===== src/rtl/pwm_pkg.sv =====
// Shared constants and types for the LED PWM encoder/decoder pair.
// Both ends take the PWM period, timeout and counter widths from here.
package pwm_pkg;

    localparam int PWM_PERIOD  = 10;
    localparam int PWM_TIMEOUT = 20;
    localparam int LEVEL_W     = 4;
    localparam int CNT_W       = 5;

    typedef enum logic {
        S_IDLE,
        S_MEAS
    } state_t;

    // Decoder event captured on the detecting clock, emitted one clock later
    typedef enum logic [1:0] {
        EV_NONE,
        EV_GOOD,
        EV_ERR,
        EV_TOUT
    } evt_t;

    function automatic logic [CNT_W-1:0] sat_inc(input logic [CNT_W-1:0] v,
                                                 input logic [CNT_W-1:0] lim);
        return (v >= lim) ? v : v + 1'b1;
    endfunction

endpackage


===== src/rtl/sync_edge_det.sv =====
// Two-flop synchronizer for an asynchronous input plus a history flop;
// rise_o is high for one clock when the synchronized level goes 0 -> 1.
module sync_edge_det (
    input  logic clk,
    input  logic rst,
    input  logic d_i,
    output logic sync_o,
    output logic rise_o
);

    logic meta_q;
    logic sync_q;
    logic hist_q;

    always_ff @(posedge clk or posedge rst) begin
        if (rst) begin
            meta_q <= 1'b0;
            sync_q <= 1'b0;
            hist_q <= 1'b0;
        end else begin
            meta_q <= d_i;
            sync_q <= meta_q;
            hist_q <= sync_q;
        end
    end

    assign sync_o = sync_q;
    assign rise_o = sync_q & ~hist_q;

endmodule


===== src/rtl/pwm_level_decoder.sv =====
// Recovers the intensity level from an LED PWM waveform by counting high
// cycles between rising edges; a missing edge reports a constant 0 or full level.
module pwm_level_decoder
    import pwm_pkg::*;
#(
    parameter int PERIOD  = PWM_PERIOD,
    parameter int TIMEOUT = PWM_TIMEOUT
) (
    input  logic               clk,
    input  logic               rst,
    input  logic               pwm_in,
    output logic [LEVEL_W-1:0] level,
    output logic               level_valid,
    output logic               period_err,
    output logic               locked
);

    localparam logic [CNT_W-1:0]   PER_C  = CNT_W'(PERIOD);
    localparam logic [CNT_W-1:0]   TOUT_C = CNT_W'(TIMEOUT);
    localparam logic [LEVEL_W-1:0] FULL_C = LEVEL_W'(PERIOD);

    logic               sync;
    logic               rise;

    state_t             state_q, state_d;
    logic [CNT_W-1:0]   per_q, per_d;
    logic [LEVEL_W-1:0] hi_q, hi_d;
    evt_t               evt_q, evt_d;
    logic [LEVEL_W-1:0] cap_q, cap_d;

    logic [LEVEL_W-1:0] level_q;
    logic               valid_q;
    logic               err_q;
    logic               locked_q;

    sync_edge_det u_sync (
        .clk    (clk),
        .rst    (rst),
        .d_i    (pwm_in),
        .sync_o (sync),
        .rise_o (rise)
    );

    always_ff @(posedge clk or posedge rst) begin
        if (rst) begin
            state_q <= S_IDLE;
        end else begin
            state_q <= state_d;
        end
    end

    // A rising edge wins over a timeout landing on the same clock
    always_comb begin
        state_d = state_q;
        if (rise) begin
            state_d = S_MEAS;
        end else if (state_q == S_MEAS && per_q == TOUT_C) begin
            state_d = S_IDLE;
        end
    end

    always_comb begin
        per_d = sat_inc(per_q, TOUT_C);
        hi_d  = hi_q;
        if (sync && hi_q < FULL_C) begin
            hi_d = hi_q + 1'b1;
        end
        evt_d = EV_NONE;
        cap_d = cap_q;
        if (rise) begin
            per_d = CNT_W'(1);
            hi_d  = LEVEL_W'(1);
            if (state_q == S_MEAS) begin
                evt_d = (per_q == PER_C) ? EV_GOOD : EV_ERR;
                cap_d = hi_q;
            end
        end else if (state_q == S_MEAS && per_q == TOUT_C) begin
            per_d = '0;
            hi_d  = '0;
            evt_d = EV_TOUT;
            cap_d = sync ? FULL_C : '0;
        end
    end

    always_ff @(posedge clk or posedge rst) begin
        if (rst) begin
            per_q <= '0;
            hi_q  <= '0;
            evt_q <= EV_NONE;
            cap_q <= '0;
        end else begin
            per_q <= per_d;
            hi_q  <= hi_d;
            evt_q <= evt_d;
            cap_q <= cap_d;
        end
    end

    // Output register: events surface one clock after detection
    always_ff @(posedge clk or posedge rst) begin
        if (rst) begin
            level_q  <= '0;
            valid_q  <= 1'b0;
            err_q    <= 1'b0;
            locked_q <= 1'b0;
        end else begin
            valid_q <= (evt_q == EV_GOOD) || (evt_q == EV_TOUT);
            err_q   <= (evt_q == EV_ERR);
            case (evt_q)
                EV_GOOD: begin
                    level_q  <= cap_q;
                    locked_q <= 1'b1;
                end
                EV_ERR: begin
                    locked_q <= 1'b0;
                end
                EV_TOUT: begin
                    level_q  <= cap_q;
                    locked_q <= 1'b0;
                end
                default: begin
                end
            endcase
        end
    end

    assign level       = level_q;
    assign level_valid = valid_q;
    assign period_err  = err_q;
    assign locked      = locked_q;

endmodule


===== config.mk =====
export PLATFORM = sky130hd
export DESIGN_NAME = pwm_level_decoder
export DESIGN_NICKNAME = d
export VERILOG_FILES = /design/src/rtl/pwm_pkg.sv /design/src/rtl/sync_edge_det.sv /design/src/rtl/pwm_level_decoder.sv
export SDC_FILE = /design/constraint.sdc
export NUM_CORES = 1
export LEC_CHECK = 0
export BUFFER_PORTS_ARGS = -buffer_cell sky130_fd_sc_hd__buf_4
export CORE_AREA = 2 2 48 67
export CTS_CLUSTER_DIAMETER = 50
export DETAILED_ROUTE_END_ITERATION = 12
export DIE_AREA = 0 0 50 69
export GPL_ROUTABILITY_DRIVEN = 1
export GPL_TIMING_DRIVEN = 0
export PLACE_DENSITY = 0.64
export SKIP_CTS_REPAIR_TIMING = 1
export SLEW_MARGIN = 20
export SYNTH_ARGS = -nofsm -noshare
export SYNTH_HDL_FRONTEND = slang
export SYNTH_SLANG_ARGS = --single-unit
export TNS_END_PERCENT = 10

===== constraint.sdc =====
create_clock -name clk -period 1.3 [get_ports clk]
set_clock_uncertainty 0.1 [all_clocks]
set_input_delay 0.065 -clock clk [delete_from_list [all_inputs] [get_ports clk]]
set_output_delay 0.065 -clock clk [all_outputs]
set_load 0.05 [all_outputs]

==> flow_metrics.env, run 1 <==
export IMPL_crit_required_ns=1.38
export IMPL_synth_area_leaders="dfrtp_1 (54%), a211oi_2 (4.2%), ha_1 (4.2%)"
export IMPL_regArea_um2=651
export IMPL_pre_cts_ws_ns=-0.153
export IMPL_violations="hold timing, setup timing"
export IMPL_yosysWarnings=0
export IMPL_slew_violations=0
export IMPL_syn_instance_count=107
export IMPL_mostFrequentLayoutCell="dfrtp_1"
export IMPL_grt_pass1_vias=829
export IMPL_synth_edff_count=0
export IMPL_syn_area_per_cell_um2=11.3
export IMPL_ant_nets=0
export IMPL_ir_worst_vdd_mv=0.885
export IMPL_wl_per_cell_um=13.0
export IMPL_grt_max_degree=27
export IMPL_gp_congestion=0.843
export IMPL_numCtsBuffers=3
export IMPL_cp_cell_sequence="inv_1 > ha_4 > and3b_4 > a211oi_2 > a211oi_2"
export IMPL_async_reset_ff_share_pct=100
export IMPL_setup_slack_ns=-0.0923
export IMPL_synth_area_leader_cell="dfrtp_1"
export IMPL_ys_seq_area_share_pct=54.0
export IMPL_fillers=268
export IMPL_vias=829
export IMPL_clockBufferDepth=2
export IMPL_core_area_mm2=0.00285
export IMPL_io_pin_count=10
export IMPL_ys_types=36
export IMPL_cts_tree="built"
export IMPL_synth_top_cell_area_share_pct=54.0
export IMPL_critPathSlowestCell="dfrtp_1"
export IMPL_start_util_pct=42.3
export IMPL_routed_wirelength_mm=2.09
export IMPL_status="finished, violations left"
export IMPL_drive_gt1_share_pct=29.3
export IMPL_powerDensity_mw_per_mm2=1640
export IMPL_antenna_cells=0
export IMPL_io_buffer_count=9
export IMPL_worstMarginPinSlew_ns=0.940
export IMPL_crit_path_max_incr_delay_ns=0.41
export IMPL_hold_path_class="input port to async pin"
export IMPL_maxCapViolCount=0
export IMPL_crit_arrival_ns=1.47
export IMPL_criticalPathCategory="register to register"
export IMPL_crit_path_start_kind="register"
export IMPL_whs_ns=-0.0873
export IMPL_slew_limit_headroom_pct=37.3
export IMPL_worstSkewPairLatency_ns=0.26
export IMPL_die_area_mm2=0.00345
export IMPL_worst_path_max_fanout=4
export IMPL_final_period_utilization_pct=107
export IMPL_multi_input_area_um2=564
export IMPL_hpwlAfterDp_mm=1.58
export IMPL_fin_crit_ns=1.39
export IMPL_finalNetCount=132
export IMPL_leakagePower_nw=0.649
export IMPL_mostFrequentLayoutCells="dfrtp_1 (26), buf_4 (13), nor2_1 (7), nand2_1 (7), inv_1 (6)"
export IMPL_dieHeight_um=69
export IMPL_synth_seq_cells=26
export IMPL_antenna_found_initial=0
export IMPL_setup_viol=14
export IMPL_drtIter0Drc=13
export IMPL_overflow=0
export IMPL_root_buffer="clkbuf_8"
export IMPL_post_drt_via_cell_ratio=5.18
export IMPL_max_freq_mhz=718
export IMPL_htreeDepth=1
export IMPL_post_route_drc_count=0
export IMPL_area_growth_pct=19.9
export IMPL_cts_reportedPaths_clkPinSlew_ns=0.09
export IMPL_die_w_um=50
export IMPL_grt_use_total_pct=13.6
export IMPL_synth_top_flop_cell="dfrtp_1"
export IMPL_cts_sinks=26
export IMPL_rsz0062_at_grt="true"
export IMPL_worstSetupEndpointType="register"
export IMPL_worst_path_most_repeated_cell="a211oi_2"
export IMPL_tns_ns=-0.690
export IMPL_synthesis_nets=114
export IMPL_hold_violations=26
export IMPL_firstDrtPassIters=5
export IMPL_grt_pass1_wl_mm=3.72
export IMPL_netlist_area_mm2=0.00120
export IMPL_placementRows=23
-- routing by layer --
| metal | track usage [%] | vias up | share of wire (%) | routed length [um] |
|---|---|---|---|---|
| met5 | 0 | - | 0 | 0 |
| met4 | 6.48 | 0 | 2.6 | 54 |
| met3 | 2.38 | 8 | 3.0 | 62 |
| met2 | 22.7 | 18 | 53 | 1110 |
| met1 | 16.5 | 394 | 41 | 861 |
| li1 | - | 409 | - | - |
-- power breakdown --
part	internal, mW	total [mW]	leakage (nW)	switching [mW]
combinational	0.347	0.790	0.297	0.444
sequential	0.972	1.15	0.330	0.175
clock	0.207	0.435	0.0216	0.228
-- cells in the mapped netlist (2+ instances only) --
| cell | instances |
|---|---|
| nand3_1 | 3 |
| nand3b_1 | 3 |
| a211oi_2 | 4 |
| a211oi_1 | 2 |
| nand2_1 | 8 |
| o22ai_1 | 4 |
| o21ai_2 | 2 |
| clkbuf_1 | 2 |
| a21oi_1 | 3 |
| o21ai_1 | 4 |
| inv_1 | 6 |
| dfrtp_1 | 26 |
| ha_1 | 4 |
| mux2_2 | 4 |
| o21ai_0 | 4 |
| nor2_1 | 7 |
| nor2b_1 | 2 |
-- worst max-delay path, delay by kind of cell (launching register included) --
family                   cells  cell delay, ns
adder cells (fa/ha/maj)      1            0.16
AO/OA/AOI/OAI                2            0.27
flip-flops                   1            0.41
buffers and inverters        1            0.13
AND/OR/NAND/NOR              1            0.24
-- area by class of cell --
type	count	share of cell area, %
flip-flops and latches	26	45.0
multi-input cells	71	39.0
repair buffers	13	6.93
well taps	37	3.20
clock buffers	3	2.86
inverters	6	1.56
plain buffers	4	1.39
-- final timing paths --
kind,startpoint,end,slack [ns],cells after the start
worst max-delay path,per_q[0],cap_q[3],-0.09,5
worst min-delay path,rst,cap_q[1],-0.09,2
worst max register to register,per_q[0],cap_q[3],-0.09,5
worst min register to register,u_sync.meta_q,u_sync.sync_o,0.26,0
max in group asynchronous,rst,hi_q[1],0.61,2
min in group clk,u_sync.meta_q,u_sync.sync_o,0.26,0
-- per-stage QoR --
stage | cells | power (mW) | instance area (um^2) | util, %
final | 160 | 2.37 | 1450 | 50.7
after global routing | 160 | 2.55 | 1450 | 50.7
after CTS | 156 | 2.29 | 1370 | 48.2
after detailed placement | 153 | 1.86 | 1330 | 46.8
after global placement | 153 | 1.82 | 1330 | 46.8
after floorplan | 107 | 1.66 | 1220 | -
-- state kept, by name (all words and copies together) (netlist names) --
signal / count
hi_q: 4
u_sync.hist_q: 1
evt_q: 2
state_q: 1
period_err: 1
cap_q: 4
level_valid: 1
per_q: 5
locked: 1
u_sync.meta_q: 1
level: 4
u_sync.sync_o: 1
-- cells by family after synthesis --
logic type,after synthesis,share of synthesized area [%]
buf+inv,10,3.53
simple gates,32,15.5
compound gates,28,16.8
flops,26,54.0
mux,5,4.57
xor+xnor,2,1.45
fa+ha+maj,4,4.15
Power figures use the tool's default switching activity.
==> run 2: changes to the inputs <==
--- a/config.mk
+++ b/config.mk
@@ -7,7 +7,8 @@
 export LEC_CHECK = 0
 export BUFFER_PORTS_ARGS = -buffer_cell sky130_fd_sc_hd__buf_4
 export CORE_AREA = 2 2 48 67
-export CTS_CLUSTER_DIAMETER = 50
+export CTS_BUF_LIST = sky130_fd_sc_hd__clkbuf_2
+export CTS_CLUSTER_DIAMETER = 120
 export DETAILED_ROUTE_END_ITERATION = 12
 export DIE_AREA = 0 0 50 69
 export GPL_ROUTABILITY_DRIVEN = 1
==> run 2 against run 1 <==
The flow finishes with violations (setup timing); hold slack better by 0.34 ns; total power is 5.3% lower; utilization is 0.18 points lower; maximum frequency is 2.2% higher; clock power is 34% lower; die area stayed put; clock-buffer cell count stayed put; register-to-register slack better by 0.03 ns; wire length is 2.8% higher; setup slack better by 0.030 ns; first-iteration DRC count is 31% lower; sequential share of layout area is 0.16 points higher; largest power group unchanged.
==> flow_metrics.env, run 2 (synthesis gave the netlist of run 1 again) <==
export IMPL_hold_violations=0
export IMPL_antenna_found_initial=0
export IMPL_routed_wirelength_mm=2.15
export IMPL_htreeDepth=1
export IMPL_grtUsageMet1_pct=16.6
export IMPL_placementRows=23
export IMPL_max_freq_mhz=734
export IMPL_dieHeight_um=69
export IMPL_final_period_utilization_pct=105
export IMPL_criticalPathCategory="register to register"
export IMPL_mostFrequentLayoutCell="dfrtp_1"
export IMPL_dpl_cell_count=153
export IMPL_hpwlAfterDp_mm=1.58
export IMPL_rsz0062_at_grt="true"
export IMPL_ir_worst_vdd_mv=0.662
export IMPL_grt_max_degree=27
export IMPL_cts_sinks=26
export IMPL_drtIter0Drc=9
export IMPL_overflow=0
export IMPL_worstSkewPairLatency_ns=0.34
export IMPL_worstMarginPinSlew_ns=0.946
export IMPL_status="finished, violations left"
export IMPL_slew_violations=0
export IMPL_firstDrtPassIters=4
export IMPL_crit_path_start_kind="register"
export IMPL_worst_path_max_fanout=4
export IMPL_slew_limit_headroom_pct=36.9
export IMPL_worstSetupEndpointType="register"
export IMPL_grtUsageMet3_pct=1.95
export IMPL_crit_required_ns=1.49
export IMPL_root_buffer="clkbuf_2"
export IMPL_antenna_cells=0
export IMPL_setup_viol=11
export IMPL_area_growth_pct=19.5
export IMPL_die_w_um=50
export IMPL_hold_start="pwm_in"
export IMPL_crit_arrival_ns=1.55
export IMPL_startpoint="per_q[0]"
export IMPL_drive_gt1_share_pct=33.1
export IMPL_vias=840
export IMPL_fin_crit_ns=1.36
export IMPL_numCtsBuffers=3
export IMPL_io_pin_count=10
export IMPL_grt_pass1_vias=824
export IMPL_violations="setup timing"
export IMPL_cts_reportedPaths_clkPinSlew_ns=0.22
export IMPL_wl_per_cell_um=13.3
export IMPL_mostFrequentLayoutCells="dfrtp_1 (26), buf_4 (13), nor2_1 (7)"
export IMPL_grt_use_total_pct=13.7
export IMPL_fin_util_pct=50.5
export IMPL_grt_use_met2_pct=22.8
export IMPL_core_area_mm2=0.00285
export IMPL_r2r_start="per_q[0]"
export IMPL_powerDensity_mw_per_mm2=1560
export IMPL_busiest_layer="met2"
export IMPL_stdcell_count=161
export IMPL_hold_path_class="input port to register"
export IMPL_top_register="per_q"
export IMPL_clockBufferDepth=2
export IMPL_ant_nets=0
export IMPL_largest_reg_flops=5
export IMPL_leakagePower_nw=0.649
export IMPL_total_power_mw=2.25
export IMPL_gp_congestion=0.843
export IMPL_grt_pass1_wl_mm=3.73
export IMPL_start_util_pct=42.3
export IMPL_maxCapViolCount=0
export IMPL_finalNetCount=133
export IMPL_cts_tree="built"
export IMPL_setup_slack_ns=-0.0626
export IMPL_io_buffer_count=9
export IMPL_post_route_drc_count=0
export IMPL_die_area_mm2=0.00345
export IMPL_post_drt_via_cell_ratio=5.22
## run 2: layer usage
metal,vias up,part of all wire (%)
met2,15,54
met5,-,0
met3,7,2.5
met1,407,40
met4,0,3.0
li1,411,-
## run 2: stage by stage
stage	area (um^2)	hold slack, ns	worst slack, ns	setup TNS (ns)
after floorplan	1220	-0.00357	-0.00531	-0.00882
after global placement	1330	0.0743	-0.121	-1.16
after detailed placement	1330	0.0753	-0.153	-1.80
after CTS	1350	-0.301	-0.177	-2.27
after global routing	1440	0.218	-0.156	-1.20
final	1440	0.253	-0.0626	-0.387
## run 2: power breakdown
part | internal [mW] | switching, mW
clock network | 0.0628 | 0.224
registers | 0.971 | 0.184
logic | 0.358 | 0.447
total | 1.39 | 0.855
## run 2: critical path, stage by stage, from the launching register on
cell     delay [ns]
dfrtp_1        0.44
inv_2          0.07
ha_4           0.17
and3b_4        0.20
a21oi_4        0.13
mux2i_1        0.19
## run 2: cell type report
class / instances / area [um^2]
fillers: 270 / 1410
flip-flops and latches: 26 / 651
well taps: 37 / 46.3
clock buffers: 3 / 15.0
plain buffers: 4 / 21.3
repair buffers: 14 / 110
multi-input cells: 71 / 574
inverters: 6 / 22.5
## run 2: worst paths after layout
| kind | end | slack [ns] | cells after the start |
|---|---|---|---|
| max in group asynchronous | hi_q[1] | 0.18 | 3 |
| worst max register to register | per_q[1] | -0.06 | 5 |
| worst min register to register | u_sync.sync_o | 0.28 | 0 |
| min in group asynchronous | cap_q[1] | 0.36 | 3 |
| worst max-delay path | per_q[1] | -0.06 | 5 |
| worst min-delay path | u_sync.meta_q | 0.25 | 2 |
==> run 3: changes to the inputs <==
--- a/config.mk
+++ b/config.mk
@@ -15,6 +15,7 @@
 export GPL_TIMING_DRIVEN = 0
 export PLACE_DENSITY = 0.64
 export SKIP_CTS_REPAIR_TIMING = 1
+export SKIP_LAST_GASP = 1
 export SLEW_MARGIN = 20
 export SYNTH_ARGS = -nofsm -noshare
 export SYNTH_HDL_FRONTEND = slang
==> run 3 against run 2 <==
The flow still finishes with violations (setup timing); first-iteration DRC count down 22%; global-route usage unchanged; sequential power about the same; wire length about the same; total power down 0.37%; critical path depth unchanged.
==> flow_metrics.env, run 3 (synthesis gave the netlist of run 1 again) <==
export IMPL_post_drt_via_cell_ratio=5.21
export IMPL_start_util_pct=42.3
export IMPL_placementRows=23
export IMPL_whs_ns=0.258
export IMPL_setup_viol=14
export IMPL_violations="setup timing"
export IMPL_grt_max_degree=27
export IMPL_hold_start="pwm_in"
export IMPL_worstMarginPinSlew_ns=0.946
export IMPL_crit_arrival_ns=1.57
export IMPL_placed_cell_area_mm2=0.00133
export IMPL_fin_crit_ns=1.40
export IMPL_ant_nets=0
export IMPL_total_power_mw=2.24
export IMPL_r2r_end="cap_q[3]"
export IMPL_final_period_utilization_pct=107
export IMPL_slew_violations=0
export IMPL_cts_sinks=26
export IMPL_core_area_mm2=0.00285
export IMPL_antenna_cells=0
export IMPL_vias=839
export IMPL_criticalPathCategory="register to register"
export IMPL_pre_cts_ws_ns=-0.153
export IMPL_hold_violations=0
export IMPL_wl_per_cell_um=13.3
export IMPL_hold_path_class="input port to register"
export IMPL_pwr_share_comb_pct=35.8
export IMPL_mostFrequentLayoutCells="dfrtp_1 (26), buf_4 (13), nor2_1 (7), nand2_1 (7), a211oi_2 (5)"
export IMPL_status="finished, violations left"
export IMPL_setup_slack_ns=-0.0972
export IMPL_clkPwrFrac_pct=12.7
export IMPL_grt_use_total_pct=13.7
export IMPL_hpwlAfterDp_mm=1.58
export IMPL_leakagePower_nw=0.643
export IMPL_numCtsBuffers=3
export IMPL_io_buffer_count=9
export IMPL_ff2ff_path_depth=5
export IMPL_routed_wirelength_mm=2.15
export IMPL_p_sw_share_pct=38.0
export IMPL_top_register="per_q"
export IMPL_dieHeight_um=69
export IMPL_io_pin_count=10
export IMPL_overflow=0
export IMPL_cts_tree="built"
export IMPL_drive_gt1_share_pct=31.5
export IMPL_post_route_drc_count=0
export IMPL_hold_end="u_sync.meta_q"
export IMPL_p_int_mw=1.39
export IMPL_powerDensity_mw_per_mm2=1560
export IMPL_max_freq_mhz=716
export IMPL_seqPwrFrac_pct=51.5
export IMPL_worst_path_max_fanout=4
export IMPL_worstSkewPairLatency_ns=0.34
export IMPL_maxCapViolCount=0
export IMPL_antenna_found_initial=0
export IMPL_largest_reg_flops=5
export IMPL_slew_limit_headroom_pct=36.9
export IMPL_grt_pass1_vias=824
export IMPL_worstSetupEndpointType="register"
export IMPL_ir_worst_vdd_mv=0.669
export IMPL_min_delay_path_depth=2
export IMPL_firstDrtPassIters=4
export IMPL_crit_path_start_kind="register"
export IMPL_regToRegSetupSlack_ns=-0.1
export IMPL_design_area_mm2=0.00143
export IMPL_area_growth_pct=18.8
export IMPL_htreeDepth=1
export IMPL_die_area_mm2=0.00345
export IMPL_drtIter0Drc=7
export IMPL_root_buffer="clkbuf_2"
export IMPL_die_w_um=50
export IMPL_grt_pass1_wl_mm=3.73
export IMPL_r2r_start="per_q[0]"
export IMPL_crit_required_ns=1.47
export IMPL_clockBufferDepth=2
export IMPL_p_sw_uw=850
export IMPL_cts_reportedPaths_clkPinSlew_ns=0.22
export IMPL_mostFrequentLayoutCell="dfrtp_1"
export IMPL_finalNetCount=133
export IMPL_gp_congestion=0.843
export IMPL_rsz0062_at_grt="true"
run 3: cell count changes in the layout (fill, tap and decap cells not counted):
cell      delta
clkbuf_1     +1
nand2_2      -1
nand2_1      +1
clkbuf_2     -1
o21ai_0      +1
nor2b_2      +1
nor2b_4      -1
o21ai_1      -1
run 3: routing by layer:
metal	vias to the layer above	part of all wire [%]	GRT usage (%)
met3	6	2.7	1.95
met1	406	40	16.6
met5	-	0	0
li1	410	-	-
met4	0	2.6	7.72
met2	17	54	22.8
run 3: metrics by stage:
step	TNS, ns	utilization (%)	std cells
finish	-0.573	50.2	161
global route	-1.34	50.2	161
CTS	-2.27	47.3	156
detailed placement	-1.80	46.8	153
global placement	-1.16	46.8	153
floorplan	-0.00882	-	107
run 3: area by class of cell:
| class | instances | area (um^2) |
|---|---|---|
| flip-flops and latches | 26 | 651 |
| well taps | 37 | 46.3 |
| plain buffers | 4 | 20.0 |
| clock buffers | 3 | 15.0 |
| repair buffers | 14 | 110 |
| multi-input cells | 71 | 567 |
| fillers | 272 | 1420 |
| inverters | 6 | 22.5 |
run 3: worst max path at each step:
| stage | start | endpoint | slack, ns |
|---|---|---|---|
| CTS | per_q[0] | per_q[1] | -0.18 |
| global route | per_q[0] | per_q[1] | -0.16 |
| global placement | per_q[0] | per_q[0] | -0.12 |
| floorplan | per_q[0] | state_q | -0.005 |
| detailed placement | per_q[0] | per_q[0] | -0.15 |
| finish | per_q[0] | cap_q[3] | -0.1 |
run 3: worst max-delay path: stages (launching register included):
cell and delay, ns:
dfrtp_1 0.46, inv_2 0.10, ha_4 0.16, and3b_4 0.24, a211oi_2 0.08, a211oi_2 0.19
run 3: power groups by stage:
stage                     Sequential, mW  Clock [mW]  Combinational (mW)
after floorplan                     1.27           0               0.386
after global placement              1.15           0               0.661
after detailed placement            1.17           0               0.690
after CTS                           1.15       0.296               0.692
after global routing                1.18       0.341               0.884
final                               1.15       0.285               0.801
